==> config.mk <==
export PLATFORM = sky130hd
export DESIGN_NAME = dmem_access_sched
export DESIGN_NICKNAME = d
export VERILOG_FILES = /design/src/rtl/dmem_access_sched.sv
export SDC_FILE = /design/constraint.sdc
export NUM_CORES = 1
export LEC_CHECK = 0
export ABC_AREA = 1
export CAP_MARGIN = 25
export CORE_MARGIN = 2
export CORE_UTILIZATION = 36
export DETAILED_ROUTE_END_ITERATION = 8
export GPL_TIMING_DRIVEN = 0
export PLACE_DENSITY_LB_ADDON = 0.3
export SYNTH_ARGS = -nofsm -noshare
export SYNTH_HDL_FRONTEND = slang
export SYNTH_SLANG_ARGS = --single-unit
export TNS_END_PERCENT = 5
==> constraint.sdc <==
create_clock -name clock -period 3.2 [get_ports clock]
set_input_delay 0.64 -clock clock [delete_from_list [all_inputs] [get_ports clock]]
set_output_delay 0.64 -clock clock [all_outputs]
set_load 0.01 [all_outputs]
==> src/rtl/dmem_access_sched.sv <==
// Two-port round-robin scheduler for one fixed-latency synchronous data memory.
// Define FIXED_PRIO_EN to give port 0 absolute priority under contention.
module dmem_access_sched #(
  parameter int ADDR_W  = 32,
  parameter int DATA_W  = 32,
  parameter int MEM_LAT = 1
) (
  input  logic              clock,
  input  logic              resetn,
  input  logic              r0_req,
  input  logic              r0_we,
  input  logic [ADDR_W-1:0] r0_addr,
  input  logic [DATA_W-1:0] r0_wdata,
  output logic              r0_gnt,
  output logic              r0_done,
  output logic [DATA_W-1:0] r0_rdata,
  input  logic              r1_req,
  input  logic              r1_we,
  input  logic [ADDR_W-1:0] r1_addr,
  input  logic [DATA_W-1:0] r1_wdata,
  output logic              r1_gnt,
  output logic              r1_done,
  output logic [DATA_W-1:0] r1_rdata,
  output logic              mem_en,
  output logic              mem_we,
  output logic [ADDR_W-1:0] mem_addr,
  output logic [DATA_W-1:0] mem_wdata,
  input  logic [DATA_W-1:0] mem_rdata,
  output logic              busy
);

  typedef enum logic [1:0] {
    IDLE,
    ISSUE,
    WAIT,
    DONE
  } state_t;

  localparam logic [3:0] LAT4 = 4'(MEM_LAT);

  state_t            state_q, state_d;
  logic              owner_q, owner_d;
  logic              we_q, we_d;
  logic [ADDR_W-1:0] addr_q, addr_d;
  logic [DATA_W-1:0] wdata_q, wdata_d;
  logic [3:0]        cnt_q, cnt_d;
  logic              rr_last_q, rr_last_d;
  logic              done0_q, done0_d;
  logic              done1_q, done1_d;
  logic [DATA_W-1:0] rdata0_q, rdata0_d;
  logic [DATA_W-1:0] rdata1_q, rdata1_d;

  always_comb begin
    state_d   = state_q;
    owner_d   = owner_q;
    we_d      = we_q;
    addr_d    = addr_q;
    wdata_d   = wdata_q;
    cnt_d     = cnt_q;
    rr_last_d = rr_last_q;
    done0_d   = 1'b0;
    done1_d   = 1'b0;
    rdata0_d  = rdata0_q;
    rdata1_d  = rdata1_q;
    r0_gnt    = 1'b0;
    r1_gnt    = 1'b0;
    unique case (state_q)
      IDLE: begin
`ifdef FIXED_PRIO_EN
        r0_gnt = r0_req;
        r1_gnt = r1_req && !r0_req;
`else
        // On a tie the port that did not win last time goes first.
        r0_gnt = r0_req && (!r1_req || rr_last_q);
        r1_gnt = r1_req && (!r0_req || !rr_last_q);
`endif
        if (r0_gnt) begin
          state_d   = ISSUE;
          owner_d   = 1'b0;
          rr_last_d = 1'b0;
          we_d      = r0_we;
          addr_d    = r0_addr;
          wdata_d   = r0_wdata;
        end else if (r1_gnt) begin
          state_d   = ISSUE;
          owner_d   = 1'b1;
          rr_last_d = 1'b1;
          we_d      = r1_we;
          addr_d    = r1_addr;
          wdata_d   = r1_wdata;
        end
      end
      ISSUE: begin
        if (we_q) begin
          state_d = DONE;
          done0_d = !owner_q;
          done1_d = owner_q;
        end else begin
          state_d = WAIT;
          cnt_d   = LAT4;
        end
      end
      WAIT: begin
        if (cnt_q == 4'd1) begin
          state_d = DONE;
          done0_d = !owner_q;
          done1_d = owner_q;
          if (owner_q) rdata1_d = mem_rdata;
          else         rdata0_d = mem_rdata;
        end else begin
          cnt_d = cnt_q - 4'd1;
        end
      end
      DONE: state_d = IDLE;
      default: state_d = IDLE;
    endcase
  end

  always_ff @(posedge clock) begin
    if (!resetn) begin
      state_q   <= IDLE;
      owner_q   <= 1'b0;
      we_q      <= 1'b0;
      addr_q    <= '0;
      wdata_q   <= '0;
      cnt_q     <= '0;
      rr_last_q <= 1'b1;
      done0_q   <= 1'b0;
      done1_q   <= 1'b0;
      rdata0_q  <= '0;
      rdata1_q  <= '0;
    end else begin
      state_q   <= state_d;
      owner_q   <= owner_d;
      we_q      <= we_d;
      addr_q    <= addr_d;
      wdata_q   <= wdata_d;
      cnt_q     <= cnt_d;
      rr_last_q <= rr_last_d;
      done0_q   <= done0_d;
      done1_q   <= done1_d;
      rdata0_q  <= rdata0_d;
      rdata1_q  <= rdata1_d;
    end
  end

  assign mem_en    = (state_q == ISSUE);
  assign mem_we    = mem_en && we_q;
  assign mem_addr  = addr_q;
  assign mem_wdata = wdata_q;
  assign busy      = (state_q != IDLE);
  assign r0_done   = done0_q;
  assign r1_done   = done1_q;
  assign r0_rdata  = rdata0_q;
  assign r1_rdata  = rdata1_q;

endmodule

**Yosys cells after proc, flatten, opt, wreduce, memory -nomap -nowiden**

Cells that the tools add are included.
W data, S select, Z words.

- Register bits after elaboration: 139
- Output and inout port bits: 135
- Input port bits: 166
- Logic and storage cells: 63

- Bitwise operators: 1
- Multiplexer cells: 24
- Add/subtract/negate cells: 1
- Reductions and logical operators: 18
- Equality and inequality tests: 8

Operators with widths:

| kind | number |
|---|---|
| $mux W32 | 4 |
| $mux W1 | 11 |
| $reduce_and A3 Y1 | 3 |
| $mux W4 | 2 |
| $pmux W2 S4 | 1 |
| $pmux W4 S2 | 1 |
| $mux W2 | 3 |
| $ne A2 B2 Y1 const B | 3 |
| $reduce_bool A2 Y1 | 3 |
| $eq A2 B2 Y1 const B | 2 |
| $eq A4 B1 Y1 const B | 1 |
| $logic_not A1 Y1 | 4 |
| $pmux W1 S2 | 2 |
| $reduce_and A2 Y1 | 2 |
| $sub A4 B1 Y4 const B | 1 |
| $logic_and A1 B1 Y1 | 3 |
| $ne A3 B3 Y1 const B | 1 |
| $eq A2 B1 Y1 const B | 1 |
| $logic_not A2 Y1 | 1 |
| $logic_or A1 B1 Y1 | 2 |
| $not A1 Y1 | 1 |

**Logic depth before layout (Yosys ltp)**

- Word-level depth: 6
- Depth in mapped cells: 10
- Gate-level depth less buffers: 10

**Worst setup path before layout**

OpenSTA, ideal clock, no wires.

- Kind: input-to-output
- From: input port r1_req
- To: output port r0_gnt
- Data arrival time: 1.206 ns
- Required time: 2.560 ns
- Path buffers: 1
- Setup slack: 1.354 ns
- Stages on the path: 4
- Cell sequence: inv_2 > o21ai_2 > clkbuf_1 > nor2_1

- Longest elaborated chain between the ends: 4

RTL lines:

| item | RTL line | text |
|---|---|---|
| start: declaration | 17 | `input logic r1_req,` |
| $logic_not A1 Y1 | 74 | `r0_gnt = r0_req && (!r1_req \|\| rr_last_q);` |
| $logic_or A1 B1 Y1 | 74 |  |
| $logic_and A1 B1 Y1 | 74 |  |
| $mux W1 | 67 | `unique case (state_q)` |
| end: declaration | 14 | `output logic r0_gnt,` |

No other way between the ends.

**Worst setup path after layout**

Same ends and word-level chain as after synthesis.

==> impl_metrics.yaml <==
job:
  cap_violations: 0
sta:
  period_needed_ns: 2.98
  finalMaxSlewViolations: 0
  finalClockSkew_ns: 0.00475
  fin_crit_sh_pct: 93.1
  slew_headroom_pct: 63.1
  fmax_ghz: 0.336
  worstMarginPinSlew_ns: 0.553
  hold_violations: 0
  grt_setup_unrepaired: "false"
  setup_viol: 0
  setup_tns_ns: 0
clock_network:
  cts.path.max_buffers: 2
  cts_made_buffers: 17
  cts_sinks: 139
  clockRootBuffer: "clkbuf_16"
  tritoncts: "done"
  post_cts_buffers: 0
  h-tree-depth: 4
  clk_pin_slew_ns: 0.06
  clk_latency_ns: 0.42
floorplan:
  core-area_um2: 17200
  rows: 48
  die_h_um: 137
  io_pins: 301
  die_w_um: 137
  dieArea_um2: 18600
  start_util_pct: 36.7
logic_synthesis:
  ys_top_cells_by_area: "dfxtp_1 (44%), nand2_1 (20%), nor2_1 (12%)"
  synth_cells: 986
  avgSynthCellArea_um2: 6.41
  yosysUniqueCellTypes: 20
  synth_nets: 1157
  synth_top_area_share_pct: 44.0
  yosysSeqAreaShare_pct: 44.0
  synth_top_area_cell: "dfxtp_1"
  syn_area_um2: 6320
  ys_ff_latch: 139
  yosys_warnings: 0
global_route:
  grt_overflow: 0
  grt_max_degree: 17
  antenna_found_initial: 1
  grt_pass1_vias: 6447
  gr-usage-all-layers_pct: 22.4
  grt_pass1_wl_um: 32300
routing:
  drcViolationCount: 0
  final_antenna_net_count: 0
  wl_per_cell_um: 13.5
  vias: 6840
  avgViaCountPerCell: 4.43
  firstDrtPassIters: 4
  drt_iter0_markers: 280
  wl_um: 20800
pwr:
  vdd_ir_drop_max_mv: 0.369
  p_per_area_nw_per_um2: 718
  leakagePower_nw: 4.74
worst_setup_path:
  cp-start-kind: "input pin"
  cp.arrival_ns: 2.34
  crit_type: "in2out"
  cp_data_required_time_ns: 2.56
  worstSetupEndpointType: "output port"
  crit_fanout: 10
placement:
  place_inst: 1511
  hpwlAfterDp_um: 15900
  portBuffers: 300
  gp_congestion: 0.869
layout:
  layout-drive-gt1-share_pct: 5.92
  finalNonFillerCells: 1544
  nets: 1476
  fin_util_pct: 59.2
  area_growth_pct: 61.4
min_path:
  hold_path.class: "reg2reg"
status:
  status: "complete, no violations"
-- flip-flops by register name, summed over array words and instances, names as in the netlist, 2 cells and up --
| register | cells |
|---|---|
| cnt_q | 4 |
| mem_addr | 32 |
| mem_wdata | 32 |
| r0_rdata | 32 |
| r1_rdata | 32 |
| state_q | 2 |
-- cells in the final DEF, fill, tap and decap left out, drive strengths merged --
cell	Yosys	routed
a21oi	36	36
buf	39	39
bufinv	0	2
clkbuf	15	35
clkdlybuf4s50	0	300
clkinv	0	5
clkinvlp	0	3
dfxtp	139	139
diode	0	1
ha	5	5
inv	118	120
nand2	345	345
nand3	73	73
nand4	1	1
nor2	209	209
o211ai	1	1
o21ai	5	5
-- layout make-up --
type                            instances  area [um^2]
Fill cell                            1641         7030
Timing Repair Buffer                  300         3000
Sequential cell                       139         2780
Multi-Input combinational cell        675         2780
Clock buffer                           20          457
Inverter                              118          443
Buffer                                 54          318
Tap cell                              225          282
Clock inverter                         12          140
Antenna cell                            1         2.50
-- cells by family after synthesis --
kind of cell | synth area share [%]
simple gates | 39.5
fa+ha+maj | 0.990
flops | 44.0
compound gates | 3.48
buf+inv | 12.0
-- synth_stat cells (all sizes together) --
| cell type | instances |
|---|---|
| o211ai | 1 |
| a21oi | 36 |
| nand2 | 345 |
| buf | 39 |
| clkbuf | 15 |
| inv | 118 |
| nor2 | 209 |
| nand4 | 1 |
| dfxtp | 139 |
| o21ai | 5 |
| nand3 | 73 |
| ha | 5 |
-- timing repair --
item | 4_1_cts | 5_1_grt
hold endpoints to repair | 0 | 0
setup endpoints to repair | 0 | 1
gates resized for setup | 0 | 2
hold buffers | 0 | 0
-- per-stage QoR --
| stage | area, um^2 | power (mW) | setup slack (ns) | hold slack [ns] |
|---|---|---|---|---|
| finish | 10200 | 7.33 | 0.222 | 0.464 |
| floorplan | 6320 | 4.02 | 1.35 | 0.469 |
| global placement | 9610 | 5.33 | 0.0371 | 0.451 |
| CTS | 10200 | 7.39 | 0.0361 | 0.464 |
| detailed placement | 9610 | 5.37 | 0.0439 | 0.455 |
| global route | 10200 | 7.85 | 0.0943 | 0.477 |
-- worst max-delay path, stage by stage --
cell and delay [ns]:
clkdlybuf4s50_1 0.55, inv_2 0.05, o21ai_2 0.24, clkbuf_2 0.30
nor2_1 0.07, clkdlybuf4s50_1 0.49
-- where the power goes --
part	internal [mW]	total, mW	leakage [nW]	switching (mW)
Combinational	1.40	3.02	3.32	1.62
Sequential	2.11	2.33	1.14	0.217
Clock	1.20	1.99	0.283	0.792
Total	4.71	7.33	4.74	2.62
-- final timing paths --
check / start / end / slack, ns / cells after the start
max: r1_req / r0_gnt / 0.22 / 6
min: r1_rdata[18] / r1_rdata[18] / 0.46 / 2
max reg2reg: state_q[0] / mem_addr[23] / 1.43 / 9
min reg2reg: r1_rdata[18] / r1_rdata[18] / 0.46 / 2
-- metal layers --
layer	global-route usage (%)	vias to the layer above	wire length [um]
met5	0	-	0
met4	8.33	0	514
met3	9.07	36	2160
met2	37.8	243	9790
met1	25.3	2988	8370
li1	-	3573	-
No activity file was read; power rests on OpenSTA's default activity.
